[config.mk]
export PLATFORM = sky130hd
export DESIGN_NAME = pipe_reg
export DESIGN_NICKNAME = d
export VERILOG_FILES = /design/src/rtl/pipe_reg.sv
export SDC_FILE = /design/constraint.sdc
export NUM_CORES = 1
export LEC_CHECK = 0
export CAP_MARGIN = 25
export CORE_MARGIN = 3
export CORE_UTILIZATION = 40
export CTS_CLUSTER_DIAMETER = 30
export CTS_CLUSTER_SIZE = 25
export DETAILED_ROUTE_END_ITERATION = 16
export PLACE_DENSITY = 0.85
export SLEW_MARGIN = 10
export SYNTH_ARGS = -nofsm -noshare
export SYNTH_HDL_FRONTEND = slang
export SYNTH_SLANG_ARGS = --single-unit
[constraint.sdc]
create_clock -name clk -period 1.6 [get_ports clk]
set_clock_uncertainty 0.1 [all_clocks]
set_input_delay 0.32 -clock clk [delete_from_list [all_inputs] [get_ports clk]]
set_output_delay 0.32 -clock clk [all_outputs]
set_load 0.01 [all_outputs]
[src/rtl/pipe_reg.sv]
// -----------------------------------------------------------------------------
// pipe_reg
//   Elastic pipeline register: DEPTH stages of WIDTH-bit data with a
//   valid/ready handshake on both sides. Empty stages always accept from
//   upstream, so bubbles collapse while the output is stalled. A synchronous
//   flush discards every held entry but leaves the data flops untouched.
//
//   Build option:
//     PIPE_REG_SKID_EN  adds a one-entry skid buffer in front of stage 0.
//                       in_ready then comes from a flop and has no
//                       combinational path from out_ready. Capacity is
//                       DEPTH+1. Without the macro in_ready is combinational
//                       from out_ready and capacity is DEPTH.
//
//   Ports:
//     clk        in   clock, rising edge
//     rst_n      in   asynchronous active-low reset
//     flush      in   synchronous flush of all held entries
//     in_valid   in   upstream data valid
//     in_ready   out  block accepts in_data this cycle
//     in_data    in   upstream data [WIDTH]
//     out_valid  out  out_data valid
//     out_ready  in   downstream accepts out_data this cycle
//     out_data   out  data of the last stage [WIDTH]
//     count      out  number of valid entries held, skid included [CW]
// -----------------------------------------------------------------------------
module pipe_reg #(
    parameter int               WIDTH      = 16,
    parameter int               DEPTH      = 1,
    parameter logic [WIDTH-1:0] INIT_VALUE = '0,
    parameter int               CW         = $clog2(DEPTH + 2)
) (
    input  logic             clk,
    input  logic             rst_n,
    input  logic             flush,
    input  logic             in_valid,
    output logic             in_ready,
    input  logic [WIDTH-1:0] in_data,
    output logic             out_valid,
    input  logic             out_ready,
    output logic [WIDTH-1:0] out_data,
    output logic [CW-1:0]    count
);

    logic [DEPTH-1:0] r_valid;
    logic [WIDTH-1:0] r_data [DEPTH];
    logic [CW-1:0]    r_count;

    logic [DEPTH-1:0] w_adv;
    logic             w_in_hs;
    logic             w_out_hs;
    logic             w_s0_valid;
    logic [WIDTH-1:0] w_s0_data;

    // A stage may advance when it, or any stage downstream of it, is empty,
    // or when the output is being drained. Written as a reduction over the
    // downstream valids so the chain has no self-referencing bits.
    for (genvar g = 0; g < DEPTH; g++) begin : g_adv
        assign w_adv[g] = out_ready || !(&r_valid[DEPTH-1:g]);
    end

    assign w_in_hs  = in_valid && in_ready;
    assign w_out_hs = out_valid && out_ready;

`ifdef PIPE_REG_SKID_EN
    logic             r_skid_valid;
    logic [WIDTH-1:0] r_skid_data;
    logic             r_in_rdy;
    logic             w_skid_valid_nxt;

    assign in_ready   = r_in_rdy && !flush;
    // Skid content is older than anything arriving now, so it goes first.
    assign w_s0_valid = r_skid_valid || w_in_hs;
    assign w_s0_data  = r_skid_valid ? r_skid_data : in_data;

    always_comb begin
        w_skid_valid_nxt = r_skid_valid;
        if (flush) begin
            w_skid_valid_nxt = 1'b0;
        end else if (w_adv[0]) begin
            w_skid_valid_nxt = r_skid_valid && w_in_hs;
        end else begin
            w_skid_valid_nxt = r_skid_valid || w_in_hs;
        end
    end

    always_ff @(posedge clk or negedge rst_n) begin
        if (!rst_n) begin
            r_skid_valid <= 1'b0;
            r_skid_data  <= INIT_VALUE;
            r_in_rdy     <= 1'b0;
        end else begin
            r_skid_valid <= w_skid_valid_nxt;
            r_in_rdy     <= !w_skid_valid_nxt;
            if (w_in_hs && (r_skid_valid || !w_adv[0])) begin
                r_skid_data <= in_data;
            end
        end
    end
`else
    // Holds in_ready low for the first cycle out of reset.
    logic r_rdy;

    assign in_ready   = r_rdy && w_adv[0] && !flush;
    assign w_s0_valid = w_in_hs;
    assign w_s0_data  = in_data;

    always_ff @(posedge clk or negedge rst_n) begin
        if (!rst_n) begin
            r_rdy <= 1'b0;
        end else begin
            r_rdy <= 1'b1;
        end
    end
`endif

    always_ff @(posedge clk or negedge rst_n) begin
        if (!rst_n) begin
            r_valid <= '0;
            for (int i = 0; i < DEPTH; i++) begin
                r_data[i] <= INIT_VALUE;
            end
        end else if (flush) begin
            r_valid <= '0;
        end else begin
            if (w_adv[0]) begin
                r_valid[0] <= w_s0_valid;
                if (w_s0_valid) begin
                    r_data[0] <= w_s0_data;
                end
            end
            for (int i = 1; i < DEPTH; i++) begin
                if (w_adv[i]) begin
                    r_valid[i] <= r_valid[i-1];
                    if (r_valid[i-1]) begin
                        r_data[i] <= r_data[i-1];
                    end
                end
            end
        end
    end

    always_ff @(posedge clk or negedge rst_n) begin
        if (!rst_n) begin
            r_count <= '0;
        end else if (flush) begin
            r_count <= '0;
        end else begin
            case ({w_in_hs, w_out_hs})
                2'b10:   r_count <= r_count + CW'(1);
                2'b01:   r_count <= r_count - CW'(1);
                default: r_count <= r_count;
            endcase
        end
    end

    assign out_valid = r_valid[DEPTH-1];
    assign out_data  = r_data[DEPTH-1];
    assign count     = r_count;

endmodule

---- Word level (Yosys, flattened, before mapping) ----
Index checks and enable logic that the tools add are counted.
word-level totals
  output and inout bits ................... 20
  bits of input ports ..................... 21
  logic and storage cells ................. 23
  flip-flop bits (word level) ............. 20
operators by class
  reductions and logical operators ........ 10
  equality and inequality tests ........... 2
  bitwise gates (word level) .............. 1
  muxes and demuxes ....................... 4
  add/sub/neg operators ................... 2
operators with widths
  cell                   count
  $logic_and A1 B1 Y1    4
  $pmux W2 S2            1
  $reduce_and A3 Y1      1
  $reduce_bool A3 Y1     1
  $add A2 B1 Y2 const B  1
  $eq A2 B1 Y1 const B   1
  $eq A2 B2 Y1 const B   1
  $logic_not A1 Y1       2
  $mux W1                2
  $mux W2                1
  $reduce_bool A2 Y1     1
  $sub A2 B1 Y2 const B  1
  $logic_or A1 B1 Y1     1
  $not A1 Y1             1

---- Depth between registers and ports, before layout ----
  depth in word-level cells ............... 8
  depth in mapped cells ................... 4
  gate-level depth less buffers ........... 3

---- Least setup slack after synthesis ----
Ideal clock, no wire load.
  kind .................................... register to register
  from .................................... register r_valid, in the netlist out_valid
  to ...................................... register r_data, in the netlist out_data[0]
  library setup time ...................... 0.125 ns
  slack ................................... 0.132 ns
  arrival time ............................ 1.242 ns
  clock period less this slack ............ 1.468 ns
  stages on the path, launching flop included .. 5
  required time ........................... 1.375 ns
  buffers on the path ..................... 1
  cells stage by stage .................... dfrtp_1 -> and2b_4 -> nor2_8 -> buf_12 -> mux2_4
on the way
  longest elaborated chain between the ends .. 6
RTL lines
  element                                 RTL line  source
  start: declaration                      45        logic [DEPTH-1:0] r_valid;
  start signal: indexed assignment        134       r_valid[i] <= r_valid[i-1];
  $logic_not A1 Y1 (*)                    59        assign w_adv[g] = out_ready || !(&r_valid[DEPTH-1:g]);
  $logic_or A1 B1 Y1 (*)                  59
  $logic_and A1 B1 Y1 (2 in series)       104       assign in_ready = r_rdy && w_adv[0] && !flush;
  $logic_and A1 B1 Y1                     62        assign w_in_hs = in_valid && in_ready;
  $reduce_and A3 Y1 (no source line) (*)  -
  end signal: indexed assignment          136       r_data[i] <= r_data[i-1];
  end: declaration                        46        logic [WIDTH-1:0] r_data [DEPTH];
Every way passes the cells marked *; elsewhere a longest branch is shown, timed or not.
A chain may end at the register's enable or synchronous reset.

---- Worst setup path in the final report ----
  from .................................... register r_valid, in the netlist out_valid
  to ...................................... output port in_ready
on the way
  longest elaborated chain between the ends .. 4
RTL lines
  element                            RTL line  source
  $logic_not A1 Y1                   59
  $logic_or A1 B1 Y1                 59
  $logic_and A1 B1 Y1 (2 in series)  104
  end: declaration                   37        output logic in_ready,
No other way between the ends.

==> flow_summary.toml <==
[critical_path]
arrival_ps = 1170
r2r_cells = 5
r2r-end = "out_data[12]"
critPathMaxFanout = 2
crit_type = "reg2out"
crit_chain = "and2b_4 -> nor3b_2 -> buf_2"
crit_required_ps = 1180
max_stage_delay_ps = 400
crit_buf_inv = 1
cp_slowest_cell = "dfrtp_1"
reg2reg_slack_ps = 100
critPathTopFamily = "flip-flops"
reg2reg_from = "out_valid"
end_kind = "output pin"
start_kind = "flop"

[global_routing]
track_usage_pct = 15.2
grt_pass1_wl_um = 3040
grt_max_degree = 21
grt_overflow = 0
first_global_vias = 697
grt_antenna_before_repair = 0

[cells_and_area]
fin_util_pct = 69.1
diodes = 0
final_cells = 134
final_nets = 129
drive_gt1_share_pct = 36.4
area_growth_pct = 57.6
mostFrequentLayoutCell = "dlygate4sd2_1"
layout_common_cells = "21 x dlygate4sd2_1, 20 x dfrtp_1, 18 x clkdlybuf4s50_1"

[sta]
rsz0062_at_grt = "yes"
slew_viol_final = 0
hold_viol = 0
period_needed_ps = 1590
setup_viol = 0
clock.fmax_ghz = 0.630
finalCritPeriodShare_pct = 99.2

[logic_synthesis]
syn_area_per_cell_um2 = 16.6
synth.distinct_cells = 15
synth-seq-cells = 20
syn_area_um2 = 895
synthCells = 54
yosys_warnings = 0
seq_area_frac_synth_pct = 55.9
synth_nets = 75

[clock_tree]
cts_hold_buf = 0
post_cts_buffers = 0
clk_pin_slew_ps = 110
numCtsBuffers = 3
cts_tree = "done"
cts.sinks = 20
htree_num_levels = 1
cts-root-buf = "clkbuf_4"
cts_buffer_depth = 2
clk_latency_ps = 300

[drt]
drt_iter0_markers = 3
dr.pass1.iters = 4
avgRoutedWirePerCell_um = 13.1
ant_nets = 0
finalWirelength_um = 1760
drcViolationCount = 0
vias_per_cell = 4.66
via_count = 625

[job]
maxCapViolations = 0

[floorplanning]
die_y_um = 53.3
die-area_mm2 = 0.00284
fp-row-count = 16
start_util_pct = 43.8
pin_count = 41
die_x_um = 53.3
core_mm2 = 0.00204

[place]
dp.cells = 130
portBuffers = 40
place_congestion = 0.678
hpwlAfterDp_um = 1380

[power_and_ir_drop]
pwr_density_cell_mw_per_mm2 = 934
ir_drop_mv = 0.633
p_leak_uw = 0.000690

[run_status]
outcome = "completed"

[min_path]
min_path_type = "in2async"
## synth_stat cells (all sizes together)
library cell | count | area (µm²)
and2b | 3 | 27.5
buf | 1 | 20.0
conb | 1 | 3.75
dfrtp | 20 | 500
mux2 | 18 | 240
mux2i | 3 | 30.0
nand2 | 1 | 3.75
nand2b | 1 | 6.26
nand3b | 2 | 27.5
nor2 | 3 | 27.5
nor3b | 1 | 7.51
## worst max path at each step
| stage | start | endpoint | slack (ps) | depth (start not counted) |
|---|---|---|---|---|
| 2_1_floorplan | out_valid | out_data[0] | 130 | 4 |
| 3_3_place_gp | out_ready | in_ready | -510 | 4 |
| 3_5_place_dp | out_ready | in_ready | -580 | 4 |
| 4_1_cts | out_valid | in_ready | 8 | 3 |
| 5_1_grt | out_valid | in_ready | -60 | 3 |
| 6_report | out_valid | in_ready | 10 | 3 |
## routing by layer
layer / wire [µm] / vias up / global-route usage, %
met3: 155 / 4 / 3.38
met2: 819 / 32 / 25.3
met1: 741 / 299 / 17.6
met4: 43 / 0 / 8.94
met5: 0 / - / 0
li1: - / 290 / -
## sequential cells by signal (all words and copies together), names as in the netlist
signal and flops:
r_rdy 1, out_valid 1, count 2, out_data 16
## power by group
| group | internal (µW) | total [µW] | switching, µW |
|---|---|---|---|
| sequential | 594 | 641 | 46.7 |
| clock | 139 | 285 | 146 |
| combinational | 252 | 392 | 140 |
## stage by stage
stage / worst slack (ps) / setup TNS [ps] / area, µm² / total power [µW] / hold slack [ps]
global route: -64.3 / -64.3 / 1410 / 1390 / 286
global placement: -512 / -6280 / 1400 / 1100 / 391
floorplan: 132 / 0 / 895 / 835 / -75.6
CTS: 7.91 / 0 / 1410 / 1340 / 256
finish: 12.2 / 0 / 1410 / 1320 / 256
detailed placement: -580 / -7020 / 1400 / 1110 / 393
## worst reg2reg max path, cell delays in order (launching register included)
cell and delay [ps]:
dfrtp_1 400, and2b_4 180, buf_4 150, nor2_8 110
buf_12 150, mux2_4 300
## layout make-up
class	instances	area (µm²)
Tap cell	27	33.8
Multi-Input combinational cell	33	379
Fill cell	180	632
Sequential cell	20	500
Clock buffer	4	36.3
Timing Repair Buffer	50	460
## cell families after synthesis
logic type | share of synthesized area (%)
flops | 55.9
buf+inv | 2.24
mux | 30.2
other cells | 0.419
simple gates | 11.2
## timing repair
item | CTS | global route
gates resized for setup | 27 | 0
cloned | 0 | 0
setup endpoints to repair | 36 | 1
pin swaps | 1 | 0
Note: power is estimated with default switching activity, not from simulation.
